**config.mk**
```make
export PLATFORM = sky130hd
export DESIGN_NAME = bagging_weight_loader_flat
export DESIGN_NICKNAME = d
export VERILOG_FILES = /design/src/rtl/bagging_weight_loader_if.sv /design/src/rtl/bagging_weight_loader.sv /design/src/flat_wrapper.sv
export SDC_FILE = /design/constraint.sdc
export NUM_CORES = 1
export LEC_CHECK = 0
export BUFFER_PORTS_ARGS = -buffer_cell sky130_fd_sc_hd__buf_2
export CORE_MARGIN = 2
export CORE_UTILIZATION = 25
export DETAILED_ROUTE_END_ITERATION = 10
export SYNTH_ARGS = -nofsm -noshare
export SYNTH_HDL_FRONTEND = slang
export SYNTH_SLANG_ARGS = --single-unit
```
**constraint.sdc**
```tcl
create_clock -name clk -period 5.3 [get_ports clk]
set_input_delay 0 -clock clk [delete_from_list [all_inputs] [get_ports clk]]
set_output_delay 0 -clock clk [all_outputs]
set_load 0.01 [all_outputs]
```
**src/rtl/bagging_weight_loader_if.sv**
```systemverilog
// bagging_weight_loader_if
//   Valid/ready word stream feeding the bagging weight loader.
//   Signals:
//     in_valid  producer has a word on in_data
//     in_ready  loader accepts a word this cycle
//     in_data   signed weight/bias/checksum word, W_W bits
//   Modports: master (stream producer), slave (loader).
interface bagging_weight_loader_if #(
  parameter int W_W = 9
);
  logic           in_valid;
  logic           in_ready;
  logic [W_W-1:0] in_data;

  modport master (output in_valid, output in_data, input in_ready);
  modport slave  (input in_valid, input in_data, output in_ready);
endinterface

```
**src/rtl/bagging_weight_loader.sv**
```systemverilog
// bagging_weight_loader
//   Loads a learner-major weight image (learner 1, 2, 3, DEPTH words each)
//   and three biases from one valid/ready stream into the three learner
//   memories, then issues lockstep read sweeps over all three memories.
//   Optional feature macro: BAGGING_LOADER_CHECKSUM_EN adds a trailing
//   checksum word (CHK state) and a sticky err flag.
// Ports:
//   clk, rst              clock, synchronous active-high reset
//   start                 begin (re)load, honoured in IDLE and READY
//   run                   begin one read sweep, honoured in READY
//   stream                slave side of the word stream
//   write1..3, read1..3   per-memory write / read strobes
//   address1..3           per-memory address
//   weight1..3            per-memory write data
//   bias1..3              held bias per learner
//   loaded                full image present (READY or SWEEP)
//   sweep_done            1-cycle pulse after the last sweep address
//   err                   sticky checksum mismatch (0 without the macro)
//
// state  | meaning
// IDLE   | nothing loaded, waiting for start
// LOAD_W | accepting weights, learner lrn, word k
// LOAD_B | accepting the three biases
// CHK    | accepting the checksum word (macro only)
// READY  | image present, waiting for run or start
// SWEEP  | reading address k of all three memories
module bagging_weight_loader #(
  parameter int DEPTH  = 32,
  parameter int ADDR_W = 5,
  parameter int W_W    = 9
) (
  input  logic                  clk,
  input  logic                  rst,
  input  logic                  start,
  input  logic                  run,
  bagging_weight_loader_if.slave stream,
  output logic                  write1,
  output logic                  write2,
  output logic                  write3,
  output logic                  read1,
  output logic                  read2,
  output logic                  read3,
  output logic [ADDR_W-1:0]     address1,
  output logic [ADDR_W-1:0]     address2,
  output logic [ADDR_W-1:0]     address3,
  output logic [W_W-1:0]        weight1,
  output logic [W_W-1:0]        weight2,
  output logic [W_W-1:0]        weight3,
  output logic [W_W-1:0]        bias1,
  output logic [W_W-1:0]        bias2,
  output logic [W_W-1:0]        bias3,
  output logic                  loaded,
  output logic                  sweep_done,
  output logic                  err
);

  localparam logic [ADDR_W-1:0] LAST = ADDR_W'(DEPTH - 1);

  typedef enum logic [2:0] {IDLE, LOAD_W, LOAD_B, CHK, READY, SWEEP} state_t;

  state_t            state, state_nxt;
  logic [ADDR_W-1:0] k;     // weight index while loading, sweep address while sweeping
  logic [1:0]        lrn;   // 0..2 selects learner 1..3
  logic [1:0]        bidx;
  logic              ready_int;
  logic              accept;

  assign ready_int       = (state == LOAD_W) || (state == LOAD_B) || (state == CHK);
  assign stream.in_ready = ready_int;
  assign accept          = stream.in_valid & ready_int;
  assign loaded          = (state == READY) || (state == SWEEP);

  always_ff @(posedge clk) begin
    if (rst) state <= IDLE;
    else     state <= state_nxt;
  end

  always_comb begin
    state_nxt = state;
    case (state)
      IDLE:   if (start) state_nxt = LOAD_W;
      LOAD_W: if (accept && lrn == 2'd2 && k == LAST) state_nxt = LOAD_B;
      LOAD_B: if (accept && bidx == 2'd2) begin
`ifdef BAGGING_LOADER_CHECKSUM_EN
        state_nxt = CHK;
`else
        state_nxt = READY;
`endif
      end
      CHK:    if (accept) state_nxt = READY;
      READY:  if (start) state_nxt = LOAD_W;
              else if (run) state_nxt = SWEEP;
      SWEEP:  if (k == LAST) state_nxt = READY;
      default: state_nxt = IDLE;
    endcase
  end

  always_ff @(posedge clk) begin
    if (rst) begin
      k <= '0; lrn <= '0; bidx <= '0;
      write1 <= 1'b0; write2 <= 1'b0; write3 <= 1'b0;
      read1 <= 1'b0; read2 <= 1'b0; read3 <= 1'b0;
      address1 <= '0; address2 <= '0; address3 <= '0;
      weight1 <= '0; weight2 <= '0; weight3 <= '0;
      bias1 <= '0; bias2 <= '0; bias3 <= '0;
      sweep_done <= 1'b0;
    end else begin
      write1 <= 1'b0; write2 <= 1'b0; write3 <= 1'b0;
      read1 <= 1'b0; read2 <= 1'b0; read3 <= 1'b0;
      sweep_done <= 1'b0;
      case (state)
        IDLE: if (start) begin
          k <= '0; lrn <= '0; bidx <= '0;
        end
        READY: if (start) begin
          k <= '0; lrn <= '0; bidx <= '0;
        end else if (run) begin
          k <= '0;
          read1 <= 1'b1; read2 <= 1'b1; read3 <= 1'b1;
          address1 <= '0; address2 <= '0; address3 <= '0;
        end
        LOAD_W: if (accept) begin
          case (lrn)
            2'd0: begin write1 <= 1'b1; address1 <= k; weight1 <= stream.in_data; end
            2'd1: begin write2 <= 1'b1; address2 <= k; weight2 <= stream.in_data; end
            2'd2: begin write3 <= 1'b1; address3 <= k; weight3 <= stream.in_data; end
            default: ;
          endcase
          if (k == LAST) begin
            k   <= '0;
            lrn <= lrn + 2'd1;
          end else begin
            k <= k + ADDR_W'(1);
          end
        end
        LOAD_B: if (accept) begin
          case (bidx)
            2'd0: bias1 <= stream.in_data;
            2'd1: bias2 <= stream.in_data;
            2'd2: bias3 <= stream.in_data;
            default: ;
          endcase
          bidx <= bidx + 2'd1;
        end
        SWEEP: if (k == LAST) begin
          sweep_done <= 1'b1;
          k          <= '0;
        end else begin
          k <= k + ADDR_W'(1);
          read1 <= 1'b1; read2 <= 1'b1; read3 <= 1'b1;
          address1 <= k + ADDR_W'(1);
          address2 <= k + ADDR_W'(1);
          address3 <= k + ADDR_W'(1);
        end
        default: ;
      endcase
    end
  end

`ifdef BAGGING_LOADER_CHECKSUM_EN
  logic [15:0] sum;
  logic        err_q;

  // Weights and biases add into the sum; the word taken in CHK is compared, not added.
  always_ff @(posedge clk) begin
    if (rst) begin
      sum   <= '0;
      err_q <= 1'b0;
    end else if (((state == IDLE) || (state == READY)) && start) begin
      sum   <= '0;
      err_q <= 1'b0;
    end else if (accept) begin
      if (state == CHK) begin
        if (stream.in_data != sum[W_W-1:0]) err_q <= 1'b1;
      end else begin
        sum <= sum + {{(16-W_W){stream.in_data[W_W-1]}}, stream.in_data};
      end
    end
  end

  assign err = err_q;
`else
  assign err = 1'b0;
`endif

endmodule

```
**src/flat_wrapper.sv**
```systemverilog
// flat-port wrapper written by rule: the top's interface ports become plain ports
module bagging_weight_loader_flat 
#(
  parameter int DEPTH  = 32,
  parameter int ADDR_W = 5,
  parameter int W_W    = 9
)
  (clk, rst, start, run, write1, write2, write3, read1, read2, read3, address1, address2, address3, weight1, weight2, weight3, bias1, bias2, bias3, loaded, sweep_done, err, stream_in_valid, stream_in_data, stream_in_ready);
  bagging_weight_loader_if #(.W_W(W_W)) stream_i ();
  input  logic clk;
  input  logic rst;
  input  logic start;
  input  logic run;
  output logic write1;
  output logic write2;
  output logic write3;
  output logic read1;
  output logic read2;
  output logic read3;
  output logic [ADDR_W-1:0] address1;
  output logic [ADDR_W-1:0] address2;
  output logic [ADDR_W-1:0] address3;
  output logic [W_W-1:0] weight1;
  output logic [W_W-1:0] weight2;
  output logic [W_W-1:0] weight3;
  output logic [W_W-1:0] bias1;
  output logic [W_W-1:0] bias2;
  output logic [W_W-1:0] bias3;
  output logic loaded;
  output logic sweep_done;
  output logic err;
  input wire logic [$bits(stream_i.in_valid)-1:0] stream_in_valid;
  input wire logic [$bits(stream_i.in_data)-1:0] stream_in_data;
  output wire logic [$bits(stream_i.in_ready)-1:0] stream_in_ready;
  assign stream_i.in_valid = stream_in_valid;
  assign stream_i.in_data = stream_in_data;
  assign stream_in_ready = stream_i.in_ready;
  bagging_weight_loader #(.DEPTH(DEPTH), .ADDR_W(ADDR_W), .W_W(W_W)) u_core (.clk(clk), .rst(rst), .start(start), .run(run), .stream(stream_i), .write1(write1), .write2(write2), .write3(write3), .read1(read1), .read2(read2), .read3(read3), .address1(address1), .address2(address2), .address3(address3), .weight1(weight1), .weight2(weight2), .weight3(weight3), .bias1(bias1), .bias2(bias2), .bias3(bias3), .loaded(loaded), .sweep_done(sweep_done), .err(err));
endmodule
```
==> results.md <==
- Worst path cell trace: and4bb_2 -> nand2_1 -> nand2_1 -> a21oi_1
- Seq/Total Area, Yosys: 47.5%
- First-pass GRT wire length: 14900 um
- Clock power share: 46.1%
- Fill cell count: 1482
- Area Growth Syn to Fin: 24.9%
- Hpwl dp: 6810 um
- DRT iter0 DRCs: 112
- Global routing's busiest layer: met2
- Row count: 44
- CP max stage cell: and4bb_2
- Slowest cell delay on critical path: 780 ps
- R2r startpoint: u_core.state[1]
- Worst EP required: 5480 ps
- Fraction of layout cells with a size suffix above 1: 25.9%
- Top Ports: 93
- DRC Markers: 0
- Most frequent cells in the layout: buf_2 (91), dfxtp_1 (86), mux2i_1 (47)
- Hold/Removal Path Class: in2reg
- Post-Syn Area: 0.00363 mm^2
- Antenna violations before repair: 0
- R2r endpoint: u_core.bias3[0]
- R2R depth: 4
- Vias: 3020
- Seq cells post-synth: 86
- Die area: 0.0155 mm^2
- Max Clock Skew: 8.57 ps
- Critical hold path startpoint: stream_in_data[4]
- DRT Pass-1 Iters: 4
- Critical Path Source Type: flip-flop
- Hold path cells: 3
- Syn Nets: 406
- Final instance area: 0.00453 mm^2
- H-tree depth: 3
- Die X-Extent: 124 um
- Net Sw Frac: 22.1%
- Period utilization: 42.6%
- Total grt overflow: 0
- WS Path Type: reg2reg
- Post-route minimum period: 2260 ps
- Post-CTS Setup Bufs: 0
- Hold Fails Final Rpt: 0
- Num CTS Buffers: 9
- Post-place instance area: 0.00417 mm^2
- RD Place Congestion: 0.784
- Rel. slew slack: 45.2%
- Core area: 0.0144 mm^2
- Final Max Tran Viols: 0
- Synth Warn #: 0
- Outcome: completed
- Via density: 4.63
- Final ANT Viol Nets: 0
- ANT cells: 0
- Tot Pwr: 1380 uW
- Worst Hold End: u_core.bias3[4]
- Gate Count Post-Synth: 384
- CTS max path bufs: 2
- Number of distinct library cells after synthesis: 41
- IO Port Bufs: 91
- Critical-path maximum fanout: 33
- Crit end category: flip-flop
- Highest clock rate: 443 MHz
- Max_cap viols: 0
- Chip height: 124 um
- Nets@finish: 486
- Met1 GRT Util: 15.5%
- Worst-Margin Slew: 822 ps
- CTS tree: yes
- Net switching power: 304 uW
- Vias in the first global route: 2868
- Worst-path clk slew: 60 ps
- Commonest non-fill, non-tap cell in the layout: buf_2
- Latest clock arrival within the worst-skew pair: 330 ps
- Static leakage: 0.00198 uW
- RSZ-0062 raised after global routing: no
- Syn_area_per_cell: 9.45 um^2
- Most frequent CP cell: nand2_1
- Drt total wl: 9510 um
- Logic gate share of total power: 6.0%
- Int Pwr: 1070 uW
- Worst EP arrival: 2440 ps
- Reg area: 0.00172 mm^2
- Avg WL per Cell: 14.6 um
- Multi-input gate area: 0.00173 mm^2
- Clk Tree Root Cell: clkbuf_16
- Clock Sinks: 86
- Setup tns final: 0 ps
- VDD IR max: 0.193 mV
- M2 GR Usage: 17.6%
- Endpoints failing setup: 0
- Reg power frac: 47.9%
- Largest net degree at the start of global routing: 86
- Met3 Resource Use GR: 4.73%
- Worst R2R Setup Slack: 3040 ps
- Cts hold-fix bufs: 6
- Post-CTS resize count: 0
- PwrDens: 304 mW/mm^2
- Initial Util: 25.2%
- Total global-route track usage: 12.0%
==> per-stage QoR <==
step	hold WS (ps)	setup WS, ps	cells	util, %
6_report	15.1	3040	652	31.5
5_1_grt	17.7	2860	652	31.5
4_1_cts	2.25	3060	652	31.5
3_5_place_dp	337	3080	631	29.0
3_3_place_gp	338	3120	631	29.0
2_1_floorplan	144	3410	384	-
==> power groups by stage <==
stage / sequential, uW / combinational, uW / clock, uW
2_1_floorplan: 673 / 51.4 / 0
3_3_place_gp: 674 / 78.2 / 0
3_5_place_dp: 675 / 79.7 / 0
4_1_cts: 660 / 83.6 / 654
5_1_grt: 661 / 90.8 / 677
6_report: 660 / 82.9 / 635
==> how the worst max path moves through the flow <==
stage,start,end,slack [ps]
finish,u_core.state[1],u_core.bias3[0],3040
CTS,u_core.state[1],u_core.bias3[0],3060
detailed placement,u_core.state[1],u_core.bias3[0],3080
global route,u_core.state[1],u_core.bias3[7],2860
global placement,u_core.state[1],u_core.bias3[5],3120
floorplan,u_core.k[0],u_core.address1[0],3410
==> cell families after synthesis <==
family / count (synthesis) / share of synthesized area, %
adder cells (fa/ha/maj): 8 / 2.76
AND/OR/NAND/NOR: 151 / 20.6
buffers and inverters: 35 / 4.76
multiplexers: 50 / 13.9
other: 1 / 0.103
AO/OA/AOI/OAI: 50 / 9.73
XOR/XNOR: 3 / 0.725
flip-flops: 86 / 47.5
==> synthesized netlist by cell type (all sizes together) <==
master | n | share of area [%]
a2111oi | 1 | 0.24
a211oi | 2 | 0.69
a21boi | 3 | 1.6
a21oi | 34 | 4.7
a22oi | 1 | 0.21
a311oi | 3 | 0.72
a31oi | 1 | 0.59
a41oi | 1 | 0.24
and3 | 4 | 0.69
and4 | 2 | 0.48
and4bb | 1 | 0.34
buf | 15 | 2.7
clkbuf | 14 | 1.4
conb | 1 | 0.10
dfxtp | 86 | 47
ha | 8 | 2.8
inv | 6 | 0.62
mux2 | 3 | 0.93
mux2i | 47 | 13
nand2 | 41 | 4.2
nand2b | 20 | 3.4
nand3 | 36 | 5.0
nand4 | 1 | 0.17
nand4b | 1 | 0.24
nor2 | 36 | 3.7
nor2b | 1 | 0.17
nor3 | 1 | 0.14
nor3b | 4 | 1.2
nor4 | 1 | 0.17
o2111ai | 1 | 0.24
o21a | 1 | 0.21
o21ai | 1 | 0.14
o31ai | 1 | 0.21
or2b | 1 | 0.21
or3b | 1 | 0.31
xnor2 | 2 | 0.48
xor2 | 1 | 0.24
==> worst max-delay path, delay by kind of cell, from the launching register on <==
family	cells	cell delay, ps
compound gates	1	70
flops	1	700
simple gates	3	1310
==> state kept, by name, indices dropped and copies added (netlist names) <==
register,cells
u_core.address1,5
u_core.address2,5
u_core.address3,5
u_core.bias1,9
u_core.bias2,9
u_core.bias3,9
u_core.bidx,2
u_core.k,5
u_core.lrn,2
u_core.read2,1
u_core.state,3
u_core.sweep_done,1
u_core.weight1,9
u_core.weight2,9
u_core.weight3,9
u_core.write1,1
u_core.write2,1
u_core.write3,1
==> metal layers <==
layer,part of all wire [%],up-vias
li1,-,1476
met4,3.1,0
met2,43,112
met3,7.9,19
met5,0,-
met1,46,1413
==> area by class of cell <==
type / count / share of cell area, %
flip-flops and latches: 86 / 38.0
repair buffers: 98 / 11.5
clock inverters: 3 / 0.967
multi-input cells: 263 / 38.2
clock buffers: 12 / 5.66
well taps: 184 / 5.08
inverters: 6 / 0.497
Power figures use the tool's default switching activity.
